===== config.mk =====
export PLATFORM = sky130hd
export DESIGN_NAME = sram_port_arbiter
export DESIGN_NICKNAME = d
export VERILOG_FILES = /design/src/rtl/sram_port_arbiter.sv
export SDC_FILE = /design/constraint.sdc
export NUM_CORES = 1
export LEC_CHECK = 0
export BUFFER_PORTS_ARGS = -buffer_cell sky130_fd_sc_hd__buf_2
export CAP_MARGIN = 15
export CORE_MARGIN = 5
export CORE_UTILIZATION = 35
export DETAILED_ROUTE_END_ITERATION = 7
export PLACE_DENSITY = 0.78
export RECOVER_POWER = 100
export SKIP_LAST_GASP = 1
export SLEW_MARGIN = 40
export SYNTH_ARGS = -nofsm -noshare
export SYNTH_HDL_FRONTEND = slang
export SYNTH_SLANG_ARGS = --single-unit
export TNS_END_PERCENT = 30

===== constraint.sdc =====
create_clock -name clk -period 2.15 [get_ports clk]
set_input_delay 0.1075 -clock clk [delete_from_list [all_inputs] [get_ports clk]]
set_output_delay 0.1075 -clock clk [all_outputs]
set_load 0.03 [all_outputs]

===== src/rtl/sram_port_arbiter.sv =====
// Arbitrates one single-port SRAM between a burst-read loader and a burst-write writeback port.
// Define ARB_RR_EN for round-robin on simultaneous requests; default is loader-first fixed priority.
module sram_port_arbiter #(
  parameter int unsigned AW = 8,
  parameter int unsigned DW = 32
) (
  input  logic          clk,
  input  logic          rst,
  input  logic          ld_req,
  input  logic [AW-1:0] ld_addr,
  input  logic [2:0]    ld_len,
  output logic          ld_rvalid,
  output logic [DW-1:0] ld_rdata,
  output logic          ld_done,
  input  logic          wb_req,
  input  logic [AW-1:0] wb_addr,
  input  logic [2:0]    wb_len,
  input  logic [DW-1:0] wb_wdata,
  output logic          wb_pop,
  output logic          wb_done,
  output logic          mem_cen,
  output logic          mem_wen,
  output logic [AW-1:0] mem_addr,
  output logic [DW-1:0] mem_wdata,
  input  logic [DW-1:0] mem_rdata,
  output logic          busy
);

  typedef enum logic [1:0] {StIdle, StLdBurst, StLdDrain, StWbBurst} state_e;

  state_e        state_q, state_d;
  logic [AW-1:0] base_q, base_d;
  logic [2:0]    len_q, len_d;
  logic [2:0]    cnt_q, cnt_d;
  logic          grant_ld, grant_wb;
  logic          cen_q, cen_d, wen_q, wen_d;
  logic [AW-1:0] addr_q, addr_d;
  logic          rvalid_q, rvalid_d, ld_done_q, ld_done_d;
  logic          pop_q, pop_d, wb_done_q, wb_done_d, busy_q, busy_d;
`ifdef ARB_RR_EN
  logic          rr_q, rr_d;  // 1: writeback preferred on the next tie
`endif

  always_comb begin
    state_d  = state_q;
    base_d   = base_q;
    len_d    = len_q;
    cnt_d    = cnt_q;
    grant_ld = 1'b0;
    grant_wb = 1'b0;
`ifdef ARB_RR_EN
    rr_d     = rr_q;
`endif
    unique case (state_q)
      StIdle: begin
`ifdef ARB_RR_EN
        grant_ld = ld_req && (!wb_req || !rr_q);
`else
        grant_ld = ld_req;
`endif
        grant_wb = wb_req && !grant_ld;
        if (grant_ld) begin
          state_d = StLdBurst;
          base_d  = ld_addr;
          len_d   = ld_len;
          cnt_d   = 3'd0;
`ifdef ARB_RR_EN
          rr_d    = 1'b1;
`endif
        end else if (grant_wb) begin
          state_d = StWbBurst;
          base_d  = wb_addr;
          len_d   = wb_len;
          cnt_d   = 3'd0;
`ifdef ARB_RR_EN
          rr_d    = 1'b0;
`endif
        end
      end
      StLdBurst: begin
        cnt_d = cnt_q + 3'd1;
        if (cnt_q == len_q) state_d = StLdDrain;
      end
      StLdDrain: state_d = StIdle;
      StWbBurst: begin
        cnt_d = cnt_q + 3'd1;
        if (cnt_q == len_q) state_d = StIdle;
      end
      default: state_d = StIdle;
    endcase
  end

  // Outputs are registered: decode what the next cycle will present.
  always_comb begin
    cen_d     = (state_d == StLdBurst) || (state_d == StWbBurst);
    wen_d     = (state_d == StWbBurst);
    addr_d    = cen_d ? base_d + AW'(cnt_d) : '0;
    pop_d     = (state_d == StWbBurst);
    wb_done_d = (state_d == StWbBurst) && (cnt_d == len_d);
    rvalid_d  = (state_q == StLdBurst);
    ld_done_d = (state_d == StLdDrain);
    busy_d    = (state_d != StIdle);
  end

  always_ff @(posedge clk) begin
    if (rst) begin
      state_q   <= StIdle;
      base_q    <= '0;
      len_q     <= '0;
      cnt_q     <= '0;
      cen_q     <= 1'b0;
      wen_q     <= 1'b0;
      addr_q    <= '0;
      rvalid_q  <= 1'b0;
      ld_done_q <= 1'b0;
      pop_q     <= 1'b0;
      wb_done_q <= 1'b0;
      busy_q    <= 1'b0;
`ifdef ARB_RR_EN
      rr_q      <= 1'b0;
`endif
    end else begin
      state_q   <= state_d;
      base_q    <= base_d;
      len_q     <= len_d;
      cnt_q     <= cnt_d;
      cen_q     <= cen_d;
      wen_q     <= wen_d;
      addr_q    <= addr_d;
      rvalid_q  <= rvalid_d;
      ld_done_q <= ld_done_d;
      pop_q     <= pop_d;
      wb_done_q <= wb_done_d;
      busy_q    <= busy_d;
`ifdef ARB_RR_EN
      rr_q      <= rr_d;
`endif
    end
  end

  assign mem_cen   = cen_q;
  assign mem_wen   = wen_q;
  assign mem_addr  = addr_q;
  assign mem_wdata = wen_q ? wb_wdata : '0;
  assign ld_rvalid = rvalid_q;
  assign ld_rdata  = rvalid_q ? mem_rdata : '0;
  assign ld_done   = ld_done_q;
  assign wb_pop    = pop_q;
  assign wb_done   = wb_done_q;
  assign busy      = busy_q;

endmodule

After elaboration in Yosys (flattened, before gate mapping)
Index checks and enable logic that the tools add are counted.
W data, S select, Z words.

storage, ports and cells
  word-level logic and storage cells = 46
  output and inout bits = 79
  flip-flop bits (word level) = 30

cells by class
  mux-type cells = 16
  equality and inequality tests = 8
  bitwise operators = 1
  reduce and logical (&&, ||, !) cells = 8
  add/sub/neg operators = 2

operators with widths
  cell                   number
  $mux W32               2
  $mux W8                3
  $mux W3                5
  $add A8 B3 Y8          1
  $eq A2 B2 Y1 const B   4
  $mux W2                4
  $pmux W2 S4            1
  $eq A3 B3 Y1           2
  $pmux W3 S2            1
  $eq A2 B1 Y1 const B   2
  $reduce_or A2 Y1       2
  $add A3 B1 Y3 const B  1
  $logic_and A1 B1 Y1    2
  $logic_not A2 Y1       1
  $reduce_bool A2 Y1     1
  $logic_not A1 Y1       1
  $logic_or A1 B1 Y1     1
  $not A1 Y1             1

Depth between registers and ports, before layout
Gate-level depths: netlist of run 1.

  depth after elaboration = 9
  mapped depth = 10
  mapped depth without buffers = 9

Worst setup path after synthesis of run 1
Ideal clock, no wire load.

  path kind = reg-to-reg
  start point = register mem_cen (netlist name)
  end point = register addr_q[7] (netlist: mem_addr[7])
  required time = 2078 ps
  cell stages (with the launch flop) = 10
  clock period less this slack = 2511 ps
  library setup time = 72 ps
  path buffers = 2
  arrival time = 2439 ps
  path slack = -361 ps
  cell sequence = dfxtp_1 buf_4 clkbuf_1 nor3b_1 a22oi_1 o21ai_0 ha_1 o2111ai_1 a2111oi_2 mux2i_1

RTL lines
  element                 line  text
  end signal: assignment  129   addr_q <= addr_d;
  end: declaration        37    logic [AW-1:0] addr_q, addr_d;

Final worst setup path of run 1
  start point = register cnt_q[1]
  end point = register addr_q[6] (netlist: mem_addr[6])

between the ends
  cells in the longest elaborated chain, start to end = 7

ends and longest elaborated chain
  element                                                                line  text
  start: declaration                                                     34    logic [2:0] cnt_q, cnt_d;
  start signal: assignment                                               126   cnt_q <= cnt_d;
  parallel branches: the longest is 7 deep, another holds $add A8 B3 Y8  n/a

Parallel ways; which one is timed is not known.
A chain may end at the register's enable or synchronous reset.

==> impl_metrics.ini, run 1 <==
[layout]
nFillCells = 533
layout.nets = 512
synthToLayoutAreaGrowth_pct = 55.31
num_antenna_cells = 0
stdcell_count = 490
layout-drive-gt1-share_pct = 46.41

[logic_synthesis]
synth_edf_count = 0
seq_area_frac_synth_pct = 29.71
synth-async-reset-ratio_pct = 0
synth_adder_area_share_pct = 2.561
synth_nets = 343
synth-simple-area-share_pct = 38.48
ys_types = 40
synth-compound-area-share_pct = 17.41
synth_top_family_by_area = simple AND/OR/NAND/NOR gates
synth-xor-area-share_pct = 4.033
synth_ff_type = dfxtp_1
synthMuxAreaShare_pct = 3.073
yosysWarnings = 0
avgSynthCellArea_um2 = 7.849
syn-instance-count = 249
netlist_area_um2 = 1954
ys_seq_elements = 29

[clock_tree]
clk_pin_slew_worst_paths_ps = 60
htreeDepth = 2
cts_sinks = 29
cts_buffer_depth = 2
clk_latency_ps = 280
cts-root-buf = clkbuf_8
cts_tree = built
ctsHoldBuffers = 0
cts_buffers = 5

[route]
first_pass_iters = 5
drc_errors = 0
wl_per_cell_um = 14.45
vias = 2319
routed_wl_um = 7082
viasPerCell = 4.733
ant_nets = 0
initialDrtViolationCount = 56

[die]
dieArea_um2 = 7178
die_h_um = 84.73
start_util_pct = 35.71
io_pins = 169
core_um2 = 5473
die_x_um = 84.73
rows = 27

[power_and_ir_drop]
power.internal_uw = 1183
p_leak_uw = 0.001571
vdd_drop_max_mv = 0.5199
p_per_area_nw_per_um2 = 658.7
seqPwrFrac_pct = 34.4
power_frac_clock_pct = 20.7
p_sw_share_pct = 40.84
finalPower_uw = 2000
switchingPower_uw = 816.6
p_comb_share_pct = 44.9

[setup_path]
critPathMaxFanout = 7
rr_worst_depth = 8
slowest_stage = dfxtp_2
worstSetupPathType = reg2reg
slowest_delay_ps = 340
cp_common_cell = mux2i_1
arrival_ps = 2310
end_kind = flip-flop
start_kind = flip-flop
worstPathCellList = ha_2 > mux2i_1 > a21oi_4 > xnor2_1 > ha_1 > a21oi_1 > a211oi_1 > mux2i_1
cp.required_ps = 2360

[sta]
hold_ws_ps = 210.7
final_hold_viol_count = 0
clock_skew_ps = 7.148
fin_crit_ps = 2103
finalSetupViolCount = 0
period_share_pct = 97.80
max_freq_mhz = 475.6
fin_tns_setup_ps = 0
slew_headroom_pct = 48.99
slew_viol_final = 0
tightest_slew_ps = 764.1

[grt]
grt_max_degree = 35
gr-usage-met2_pct = 31.96
grt_usage_pct = 18.01
grt_overflow = 0
grt-busiest-layer = met2
antenna_found_initial = 0
use_met1_pct = 20.75
grt.met3_usage_pct = 5.397
grt_pass1_wl_um = 10610
grt_pass1_vias = 2267

[placement]
routabilityCongestion = 0.8613
post-dp-hpwl_um = 5858
placedCellCount = 480
port_buffers = 168

[outcome]
status = complete, no violations

[min_path]
holdPathStages = 2
min_path_type = in2reg

[flow_run]
timing.max_cap.violations = 0
[synth_stat cells (5+ instances only)]
library cell	n	share of area, %
a21oi_1	13	3.3
or2_2	5	1.6
nand2_1	10	1.9
nor3_1	7	1.8
clkbuf_1	12	2.3
o22a_1	5	2.2
o21ai_0	9	2.3
a31oi_1	6	1.9
nor2b_1	10	3.2
nor2_1	18	3.5
mux2i_1	6	3.1
xor2_1	5	2.2
and2_1	66	21
dfxtp_1	29	30
[routing by layer]
metal	part of all wire (%)	routed length [µm]
met1	41	2899
met2	49	3462
met3	8.5	603
met4	1.6	116
met5	0	0
[path summary, 6_finish.rpt]
check / start / to / slack, ps
max: cnt_q[1] / mem_addr[6] / 50
min: rst / base_q[6] / 210
max reg2reg: cnt_q[1] / mem_addr[6] / 50
min reg2reg: cnt_q[1] / ld_done / 680
[cell usage in the layout (no fill, tap or decap), types with 5 or more instances in the layout]
cell type | netlist | routed
and2_1 | 66 | 66
dfxtp_1 | 29 | 25
o21ai_0 | 9 | 7
nor2_1 | 18 | 18
nor2b_1 | 10 | 10
a21oi_1 | 13 | 12
nor3_1 | 7 | 7
xor2_1 | 5 | 5
clkbuf_8 | 0 | 5
buf_2 | 2 | 155
o22a_1 | 5 | 5
clkbuf_1 | 12 | 14
a31oi_1 | 6 | 5
nand2_1 | 10 | 10
mux2i_1 | 6 | 6
buf_4 | 3 | 11
[registers in the layout (all words and copies together) (netlist names)]
signal,count
state_q,1
cnt_q,3
mem_cen,1
len_q,3
busy,1
ld_done,1
base_q,8
wb_pop,1
ld_rvalid,1
mem_addr,8
wb_done,1
[repair_timing]
| item | CTS | global route |
|---|---|---|
| setup buffers | 0 | 3 |
| setup endpoints to repair | 0 | 4 |
| resized for setup | 0 | 9 |
[metrics by stage]
step	utilization, %	cell area [µm²]	setup WS, ps
after global placement	53.41	2923	130.0
after floorplan	-	2023	2.840
after detailed placement	53.41	2923	69.31
after global routing	55.46	3035	-8.628
final	55.46	3035	47.22
after CTS	54.82	3000	64.65
[power groups by stage]
stage	Clock [µW]	Combinational [µW]	Sequential, µW
after floorplan	0	573	739
after global placement	0	888	692
after detailed placement	0	897	694
after CTS	426	900	685
after global routing	447	978	700
final	414	899	687
[cells by family (layout without fill, tap and decap cells)]
kind of cell,after synthesis,after routing
and+or+nand+nor,130,130
AOI/OAI and AO/OA,50,50
DFF,29,29
buffers and inverters,21,190
xor gates and xnor gates,9,9
muxes,6,6
adders and majority gates,4,4
[critical path, delay by kind of cell, from the launching register on]
kind,cells,cell delay (ps)
DFF,1,340
muxes,2,320
xor gates and xnor gates,1,180
adders and majority gates,2,500
AOI/OAI and AO/OA,3,710
[cell type report]
cell class / count / area (µm²) / area share (%)
Multi-Input combinational cell: 199 / 1358 / 44.72
Timing Repair Buffer: 179 / 907.1 / 29.88
Sequential cell: 29 / 588.1 / 19.37
Tap cell: 72 / 90.09 / 2.968
Clock buffer: 6 / 72.57 / 2.391
Inverter: 4 / 15.01 / 0.4946
Clock inverter: 1 / 5.005 / 0.1649
No activity file was read; power rests on OpenSTA's default activity.
==> run 2: changes to the inputs <==
--- a/config.mk
+++ b/config.mk
@@ -6,9 +6,10 @@
 export NUM_CORES = 1
 export LEC_CHECK = 0
 export BUFFER_PORTS_ARGS = -buffer_cell sky130_fd_sc_hd__buf_2
-export CAP_MARGIN = 15
+export CAP_MARGIN = 10
 export CORE_MARGIN = 5
 export CORE_UTILIZATION = 35
+export CTS_BUF_LIST = sky130_fd_sc_hd__clkbuf_16
 export DETAILED_ROUTE_END_ITERATION = 7
 export PLACE_DENSITY = 0.78
 export RECOVER_POWER = 100
==> run 2 against run 1 <==
  * Sequential cell count stayed put
  * Critical path depth is the same
  * Non-clock buffer count is 1 higher
  * Die area unchanged
  * Setup slack improved by 13 ps
  * Final area increased by 1.9%
==> impl_metrics.ini, run 2 (same netlist as run 1, synthesis figures left out) <==
[setup_path]
worstPathCellList = ha_1 > mux2i_1 > a21oi_4 > xnor2_1 > ha_1 > a21oi_1 > a211oi_1 > mux2i_1
slowest_stage = dfxtp_1
r2r-end = mem_addr[6]
critical_path_cell_count = 8
start_kind = flip-flop
end_kind = flip-flop
critPathMaxFanout = 7
path_delay_family = compound AO/OA/AOI/OAI gates
rr_worst_depth = 8
slowest_delay_ps = 340
arrival_ps = 2290
rrSetupSlack_ps = 60
cp_num_buf_inv = 0
cp.required_ps = 2350
r2r_start = cnt_q[0]
worstSetupPathType = reg2reg

[sta]
slew_headroom_pct = 48.87
final_hold_viol_count = 0
grt_setup_unrepaired = true
max_freq_mhz = 478.6
tightest_slew_ps = 765.8
slew_viol_final = 0
finalSetupViolCount = 0
fin_crit_ps = 2089
period_share_pct = 97.18
fin_tns_setup_ps = 0
clock_skew_ps = 6.210

[grt]
grt_overflow = 0
grt_max_degree = 35
antenna_found_initial = 0
grt_pass1_vias = 2264
grt_usage_pct = 17.97
grt_pass1_wl_um = 10580

[layout]
final_cell_mix = 155 x buf_2, 66 x and2_1, 27 x dfxtp_1
layout_commonest_cell = buf_2
fin_area_um2 = 3092
seqCellArea_um2 = 585.6
multi_input_area_um2 = 1353
layout-drive-gt1-share_pct = 45.58
utilization_pct = 56.49
num_antenna_cells = 0
synthToLayoutAreaGrowth_pct = 58.19
nFillCells = 526
layout.nets = 513
stdcell_count = 491

[placement]
placed_area_um2 = 2923
routabilityCongestion = 0.8613
post-dp-hpwl_um = 5858
port_buffers = 168
placedCellCount = 480

[clock_tree]
ctsHoldBuffers = 0
cts_buffer_depth = 2
cts_buffers = 5
clk_pin_slew_worst_paths_ps = 50
htreeDepth = 2
cts-root-buf = clkbuf_16
cts_sinks = 29
clk_latency_ps = 270
cts_tree = built

[power_and_ir_drop]
vdd_drop_max_mv = 0.6018
finalPower_uw = 2219
p_leak_uw = 0.001605
p_per_area_nw_per_um2 = 717.9

[route]
routed_wl_um = 7078
vias = 2323
viasPerCell = 4.731
ant_nets = 0
first_pass_iters = 4
drc_errors = 0
wl_per_cell_um = 14.42
initialDrtViolationCount = 35

[die]
core_um2 = 5473
dieArea_um2 = 7178
rows = 27
die_x_um = 84.73
die_h_um = 84.73
start_util_pct = 35.71
io_pins = 169

[min_path]
hold_end = base_q[6]
min_path_type = in2reg
holdPathStages = 2
min-delay-start = rst

[outcome]
status = complete, no violations

[flow_run]
timing.max_cap.violations = 0
==> run 2: changes by cell type in the layout (fill, tap and decap cells not counted), sizes merged <==
cell | before | now
inv | 4 | 5
clkbuf | 19 | 18
buf | 166 | 167
==> run 2: final cells by class <==
type                       instances  area share [%]
clock buffer                       5           4.047
timing repair buffer             180           29.58
multi-input combinational        199           43.75
sequential                        29           18.94
clock inverter                     2          0.2833
tap                               72           2.914
inverter                           4          0.4856
==> run 2: per-stage QoR <==
step	setup WS [ps]	hold WS, ps
after floorplan	2.840	348.5
after CTS	63.78	214.6
after global placement	130.0	494.1
after detailed placement	69.31	497.7
final	60.66	220.5
after global routing	-22.82	241.2
==> run 2: power breakdown <==
| group | internal [µW] | switching, µW |
|---|---|---|
| Sequential | 617 | 70.3 |
| Combinational | 346 | 553 |
| Clock | 413 | 219 |
| Total | 1380 | 843 |
==> run 2: worst register-to-register path: stages (launching register included) <==
cell	delay [ps]
dfxtp_1	340
ha_1	280
mux2i_1	100
a21oi_4	300
xnor2_1	180
ha_1	200
a21oi_1	80
a211oi_1	320
mux2i_1	220
==> run 2: worst max-delay path by stage <==
stage          startpoint          end  slack [ps]
2_1_floorplan     mem_cen  mem_addr[7]           3
3_3_place_gp     cnt_q[0]  mem_addr[7]         130
3_5_place_dp     cnt_q[0]  mem_addr[7]          70
4_1_cts          cnt_q[0]  mem_addr[7]          60
5_1_grt          cnt_q[0]  mem_addr[6]         -20
6_report         cnt_q[0]  mem_addr[6]          60
==> run 2: routing by layer <==
metal | routed length [µm] | vias up | global-route usage (%)
li1 | - | 1185 | -
met1 | 2829 | 1025 | 20.69
met2 | 3532 | 103 | 31.96
met3 | 608 | 10 | 4.809
met4 | 108 | 0 | 6.043
met5 | 0 | - | 0
==> run 2: timing repair <==
action,in CTS,in global routing
setup endpoints to repair,0,4
gates resized for setup,0,6
buffers inserted,0,4
